==> config.mk <==
export PLATFORM = sky130hd
export DESIGN_NAME = lt_cmp
export DESIGN_NICKNAME = d
export VERILOG_FILES = /design/src/rtl/lt_cmp.sv
export SDC_FILE = /design/constraint.sdc
export NUM_CORES = 1
export LEC_CHECK = 0
export CAP_MARGIN = 20
export CORE_AREA = 2 2 54 56
export CTS_CLUSTER_SIZE = 16
export DETAILED_ROUTE_END_ITERATION = 16
export DIE_AREA = 0 0 56 58
export GPL_TIMING_DRIVEN = 0
export PLACE_DENSITY = 0.77
export SYNTH_ARGS = -nofsm -noshare
export SYNTH_HDL_FRONTEND = slang
export SYNTH_SLANG_ARGS = --single-unit
export TNS_END_PERCENT = 100
==> constraint.sdc <==
create_clock -name clk -period 1.7 [get_ports clk]
set_clock_uncertainty 0.05 [all_clocks]
set_input_delay 0.17 -clock clk [delete_from_list [all_inputs] [get_ports clk]]
set_output_delay 0.17 -clock clk [all_outputs]
set_load 0.05 [all_outputs]
==> src/rtl/lt_cmp.sv <==
// lt_cmp: registered magnitude comparator, z = (a < b) one cycle after sampling.
// Operands are compared as 8-bit slices combined MSB-first; the top slice
// holds the remainder bits when WIDTH is not a multiple of 8.
// Compile-time option: define LT_SIGNED_EN for two's-complement operands;
// leave it undefined for unsigned operands.
module lt_cmp #(
  parameter int unsigned WIDTH = 32
) (
  input  logic             clk,
  input  logic             rst_n,
  input  logic [WIDTH-1:0] a,
  input  logic [WIDTH-1:0] b,
  output logic             z
);

  localparam int unsigned NSL = (WIDTH + 7) / 8;
  localparam int unsigned PW  = NSL * 8;

  // Comparison keys fed to the unsigned slice network.
  logic [WIDTH-1:0] a_key;
  logic [WIDTH-1:0] b_key;

`ifdef LT_SIGNED_EN
  // Inverting both sign bits maps two's-complement order onto unsigned order:
  // differing MSBs resolve to z = a[MSB], equal MSBs fall through to the
  // unsigned compare of the remaining bits.
  assign a_key = {~a[WIDTH-1], a[WIDTH-2:0]};
  assign b_key = {~b[WIDTH-1], b[WIDTH-2:0]};
`else
  assign a_key = a;
  assign b_key = b;
`endif

  logic [PW-1:0] a_pad;
  logic [PW-1:0] b_pad;

  // Zero-pad both keys to a whole number of slices; identical padding on
  // both sides leaves the top-slice comparison unaffected.
  always_comb begin
    a_pad            = '0;
    b_pad            = '0;
    a_pad[WIDTH-1:0] = a_key;
    b_pad[WIDTH-1:0] = b_key;
  end

  logic [NSL-1:0] slice_lt;
  logic [NSL-1:0] slice_eq;

  for (genvar g = 0; g < NSL; g++) begin : g_slice
    assign slice_lt[g] = a_pad[g*8 +: 8] <  b_pad[g*8 +: 8];
    assign slice_eq[g] = a_pad[g*8 +: 8] == b_pad[g*8 +: 8];
  end

  logic lt_next;

  // Fold slices upward: each higher slice decides unless equal, in which case
  // the verdict of the slices below it passes through.
  always_comb begin
    lt_next = 1'b0;
    for (int unsigned i = 0; i < NSL; i++) begin
      lt_next = slice_lt[i] | (slice_eq[i] & lt_next);
    end
  end

  // Output register; reset wins over the sampled comparison.
  always_ff @(posedge clk) begin
    if (!rst_n) begin
      z <= 1'b0;
    end else begin
      z <= lt_next;
    end
  end

endmodule

==> results_dict.tcl, run 1 <==
set metrics [dict create \
    clock_power_share 0 \
    critPathKind "input pin to flop" \
    p_leak_nw 0.9110 \
    crit_family "buffers and inverters" \
    p_seq_frac 0.060 \
    grt_max_degree 4 \
    period_needed_ns 1.701 \
    yosysTopAreaCellShare 0.4676 \
    fin_area_sq_um 1867 \
    drv_cap 0 \
    diodes 0 \
    dieHeight_microns 58 \
    drv_slew 0 \
    setup_ws_ns -0.001493 \
    place.gp.congestion 0.7317 \
    cellPowerDensity_nw_per_um2 240.1 \
    fin_setup_tns_ns -0.001493 \
    syn-cell-area_sq_um 829.5 \
    synth_edf_count 0 \
    routed_via_density 4.893 \
    grt_use_total 0.1728 \
    syn_nets 210 \
    start_util 0.3116 \
    critPathLaunch "b[29]" \
    pwr-share-comb 0.940 \
    dp_slack_ns -0.3975 \
    p_sw_frac 0.3873 \
    holdWs_ns 0.5918 \
    area_growth_syn_to_layout_pct 125.0 \
    regMostFlops "z" \
    rows 19 \
    synth_cells 113 \
    synthArstFlopShare 0 \
    core_sq_um 2663 \
    cp_slowest_cell "clkdlybuf4s50_1" \
    yosysSeqAreaShare 0.02413 \
    power_mw 0.4482 \
    ys.warnings.count 0 \
    fp.dieW_microns 56 \
    worst_pin_slew_ns 0.5037 \
    crit_cells 8 \
    crit_buf_inv 3 \
    ant_nets 0 \
    cp.arrival_ns 1.57 \
    dp_hpwl_mm 2.063 \
    crit_path_end_kind "flop" \
    antenna_found_initial 0 \
    fin_cells 214 \
    synthTopCellsByArea "ha_1, inv_1, a21oi_1, nand4_1, nor2_1" \
    yosys.area.top_type "ha_1" \
    grt_pass1_vias 1208 \
    drtPass1Iterations 4 \
    cp-start-kind "input pin" \
    hold_viol 0 \
    drt_iter0_drc 3 \
    fmax_mhz 587.7 \
    largestRegisters "z (1)" \
    syn_area_per_cell_sq_um 7.341 \
    ioPinCount 67 \
    cp.required_ns 1.57 \
    slowest_delay_ns 0.47 \
    post-route-util 0.7011 \
    relSlewSlack 0.6631 \
    clkSlewWorstSetupHoldPaths_ns 0 \
    grt_overflow 0 \
    drive_gt1_frac 0.4645 \
    drt_wl_total_mm 2.764 \
    status "finished, violations left" \
    rsz0062_at_grt "yes" \
    hold_path_class "input pin to flop" \
    num_vias 1047 \
    worst-path-max-fanout 2 \
    grt_first_pass_wirelength_mm 4.685 \
    numPortBuffers 66 \
    num-nets-final 282 \
    wl_per_cell_microns 12.92 \
    vdd_drop_max_uv 203.3 \
    die_area_sq_um 3248 \
    violations "negative setup slack" \
    synth_top_flop_cell "dfxtp_1" \
    synth_cell_types 27 \
    dpl.cell_count 210 \
    path_cells "clkdlybuf4s50_1, inv_1, ha_4, nand4_1, buf_4, nor2_1, a21oi_1, a211oi_2" \
    intPower_mw 0.2746 \
    remaining_drc_errors 0 \
    endpoint "z" \
    largest_reg_flops 1 \
    p_sw_mw 0.1736 \
    setup_viol 1 \
    dpl_cell_area_sq_um 1529 \
    post-route-period-util 1.001 \
    ys_seq_elements 1 \
]
-- layer usage --
metal,GRT usage,routed length (microns)
met2,0.3882,1587
met1,0.1808,996
met4,0,21
met3,0.01116,158
met5,0,0
-- cells in the mapped netlist, types with 2 or more instances --
cell,count
nor2_1,8
nand2_1,3
a21o_1,2
nand3_1,3
nand4_1,5
inv_1,32
o21ai_0,2
nor2b_1,2
a21oi_1,8
ha_1,31
-- kinds of logic (layout without fill, tap and decap cells) --
logic type / Yosys count / count (layout) / share of synthesized area
DFF: 1 / 1 / 0.02413
buffers and inverters: 32 / 102 / 0.1448
adders and majority gates: 31 / 31 / 0.4676
AOI/OAI and AO/OA: 22 / 22 / 0.1855
and+or+nand+nor: 27 / 27 / 0.1780
-- placed cells by master, fill, tap and decap left out, drive strengths merged, types with 2 or more instances in the layout --
cell type,instances
dlygate4sd2,13
a21oi,9
clkdlybuf4s15,2
o21ai,2
dlymetal6s2s,12
clkbuf,4
ha,31
nand3,4
a21o,2
nand4,5
nor2,8
inv,32
buf,20
nor2b,2
nand2,3
a211oi,2
clkdlybuf4s50,19
-- power groups by stage --
stage	combinational (mW)	sequential, mW	clock (mW)
floorplan	0.132	0.0368	0
global placement	0.316	0.0272	0
detailed placement	0.328	0.0271	0
CTS	0.392	0.0271	0
global route	0.468	0.0272	0
finish	0.421	0.0271	0
-- repair_timing --
item                       4_1_cts  5_1_grt
setup endpoints to repair        1        1
setup buffers                    4        0
hold buffers                     0        0
gates resized for setup        110       54
pin swaps                       36       29
-- worst min-delay path by stage --
stage | cells after the start | to | slack [ns] | startpoint
5_1_grt | 5 | z | 0.62 | a[23]
3_5_place_dp | 3 | z | 0.67 | rst_n
2_1_floorplan | 2 | z | 0.24 | rst_n
6_report | 5 | z | 0.59 | a[23]
3_3_place_gp | 3 | z | 0.66 | rst_n
4_1_cts | 3 | z | 0.67 | rst_n
-- final cells by class --
type | count | area [sq um]
Multi-Input combinational cell | 80 | 1037
Sequential cell | 1 | 20.02
Timing Repair Buffer | 70 | 648.1
Tap cell | 31 | 38.79
Fill cell | 210 | 795.8
Inverter | 32 | 122.6
No activity file was read; power rests on OpenSTA's default activity.
==> run 2, diff against run 1 <==
--- a/config.mk
+++ b/config.mk
@@ -10,7 +10,9 @@
 export CTS_CLUSTER_SIZE = 16
 export DETAILED_ROUTE_END_ITERATION = 16
 export DIE_AREA = 0 0 56 58
+export GPL_ROUTABILITY_DRIVEN = 1
 export GPL_TIMING_DRIVEN = 0
+export HOLD_SLACK_MARGIN = 0.15
 export PLACE_DENSITY = 0.77
 export SYNTH_ARGS = -nofsm -noshare
 export SYNTH_HDL_FRONTEND = slang
==> results of run 2 <==
No change in the layout: final DEF, timing and power equal those of run 1.
==> run 3, diff against run 2 <==
--- a/config.mk
+++ b/config.mk
@@ -11,7 +11,6 @@
 export DETAILED_ROUTE_END_ITERATION = 16
 export DIE_AREA = 0 0 56 58
 export GPL_ROUTABILITY_DRIVEN = 1
-export GPL_TIMING_DRIVEN = 0
 export HOLD_SLACK_MARGIN = 0.15
 export PLACE_DENSITY = 0.77
 export SYNTH_ARGS = -nofsm -noshare
==> run 3 against run 2 <==
Net effect: the run now ends clean; utilization grew 3.0 points; critical path depth shrank 1; setup slack gained 0.036 ns; sequential share of layout area is essentially flat; critical path type unchanged; critical endpoint unchanged; largest cell class unchanged; largest power group unchanged.
==> results_dict.tcl, run 3 (synthesized netlist as in run 1, its figures left out) <==
set metrics [dict create \
    worst_pin_slew_ns 0.5040 \
    drv_cap 0 \
    holdWs_ns 0.6254 \
    status "finished, final reports clean" \
    num-nets-final 284 \
    diodes 0 \
    wl_per_cell_microns 12.86 \
    period_needed_ns 1.666 \
    cellPowerDensity_nw_per_um2 244.7 \
    fp.dieW_microns 56 \
    rsz0062_at_grt "yes" \
    drtPass1Iterations 4 \
    antenna_found_initial 0 \
    die_area_sq_um 3248 \
    drt_wl_total_mm 2.778 \
    layout_commonest_cell "ha_4" \
    regMostFlops "z" \
    min_to "z" \
    post-route-period-util 0.9797 \
    area_growth_syn_to_layout_pct 134.7 \
    setup_viol 0 \
    cp.required_ns 1.57 \
    ioPinCount 67 \
    clkSlewWorstSetupHoldPaths_ns 0 \
    core_sq_um 2663 \
    critPathLaunch "a[19]" \
    grt_pass1_vias 1135 \
    grt_overflow 0 \
    fmax_mhz 600.4 \
    ant_nets 0 \
    drt_iter0_drc 8 \
    hold_viol 0 \
    worst-path-max-fanout 2 \
    layout_common_cells "ha_4, inv_2, dlymetal6s2s_1" \
    routed_via_density 4.912 \
    ff_latch_area_sq_um 20.02 \
    grt_use_total 0.1607 \
    holdPathStages 5 \
    numPortBuffers 66 \
    hold_path.startpoint "a[23]" \
    crit_path_end_kind "flop" \
    num_vias 1061 \
    multi_input_area_sq_um 1074 \
    vdd_drop_max_uv 165.9 \
    cp.arrival_ns 1.53 \
    fin_setup_tns_ns 0 \
    grt_first_pass_wirelength_mm 4.347 \
    start_util 0.3116 \
    critPathKind "input pin to flop" \
    cp-start-kind "input pin" \
    dp_hpwl_mm 2.073 \
    relSlewSlack 0.6630 \
    p_leak_nw 0.9895 \
    grt_max_degree 4 \
    place.gp.congestion 0.7404 \
    remaining_drc_errors 0 \
    rows 19 \
    largest_reg_flops 1 \
    dieHeight_microns 58 \
    n_fill_cell 196 \
    power_mw 0.4764 \
    drive_gt1_frac 0.4757 \
    largestRegisters "z (1)" \
    drv_slew 0 \
    hold_path_class "input pin to flop" \
    cts_hold_buffers 0 \
]
-- run 3: repair_timing --
item,in CTS,in global routing
endpoints found under the setup margin,1,1
buffers inserted,1,0
gates resized for setup,98,68
pin swaps,32,30
-- run 3: per-layer routing --
metal,track usage,part of all wire,vias up
li1,-,-,538
met1,0.1565,0.34,473
met4,0.01020,0.011,0
met3,0.02009,0.079,4
met5,0,0,-
met2,0.3630,0.57,46
-- run 3: through the flow --
| step | instances | setup WS [ns] | utilization | cell area [sq um] |
|---|---|---|---|---|
| after floorplan | 113 | 0.1652 | - | 829.5 |
| after global placement | 215 | -0.3415 | 0.5883 | 1567 |
| after detailed placement | 215 | -0.3927 | 0.5883 | 1567 |
| after CTS | 216 | 0.001107 | 0.6602 | 1758 |
| after global routing | 216 | -0.03079 | 0.7312 | 1947 |
| final | 216 | 0.03448 | 0.7312 | 1947 |
-- run 3: worst max-delay path, cell delays in order --
cell,delay [ns]
buf_2,0.11
ha_4,0.27
nand3_4,0.06
or4_4,0.51
a21oi_2,0.13
a32oi_2,0.06
a211oi_2,0.21
-- run 3: final cells by class --
type                            count  area share
Inverter                           32     0.06298
Tap cell                           31     0.01992
Timing Repair Buffer               72      0.3554
Multi-Input combinational cell     80      0.5514
Sequential cell                     1     0.01028
-- run 3: worst max-delay path by stage --
| stage | to | slack, ns | cells past startpoint |
|---|---|---|---|
| after CTS | z | 0.001 | 8 |
| after floorplan | z | 0.17 | 7 |
| after global placement | z | -0.34 | 8 |
| after detailed placement | z | -0.39 | 8 |
| final | z | 0.03 | 7 |
| after global routing | z | -0.03 | 7 |
-- run 3: power breakdown --
group          switching (mW)  internal (mW)
clock                       0              0
sequential           0.000596         0.0266
combinational           0.187          0.263
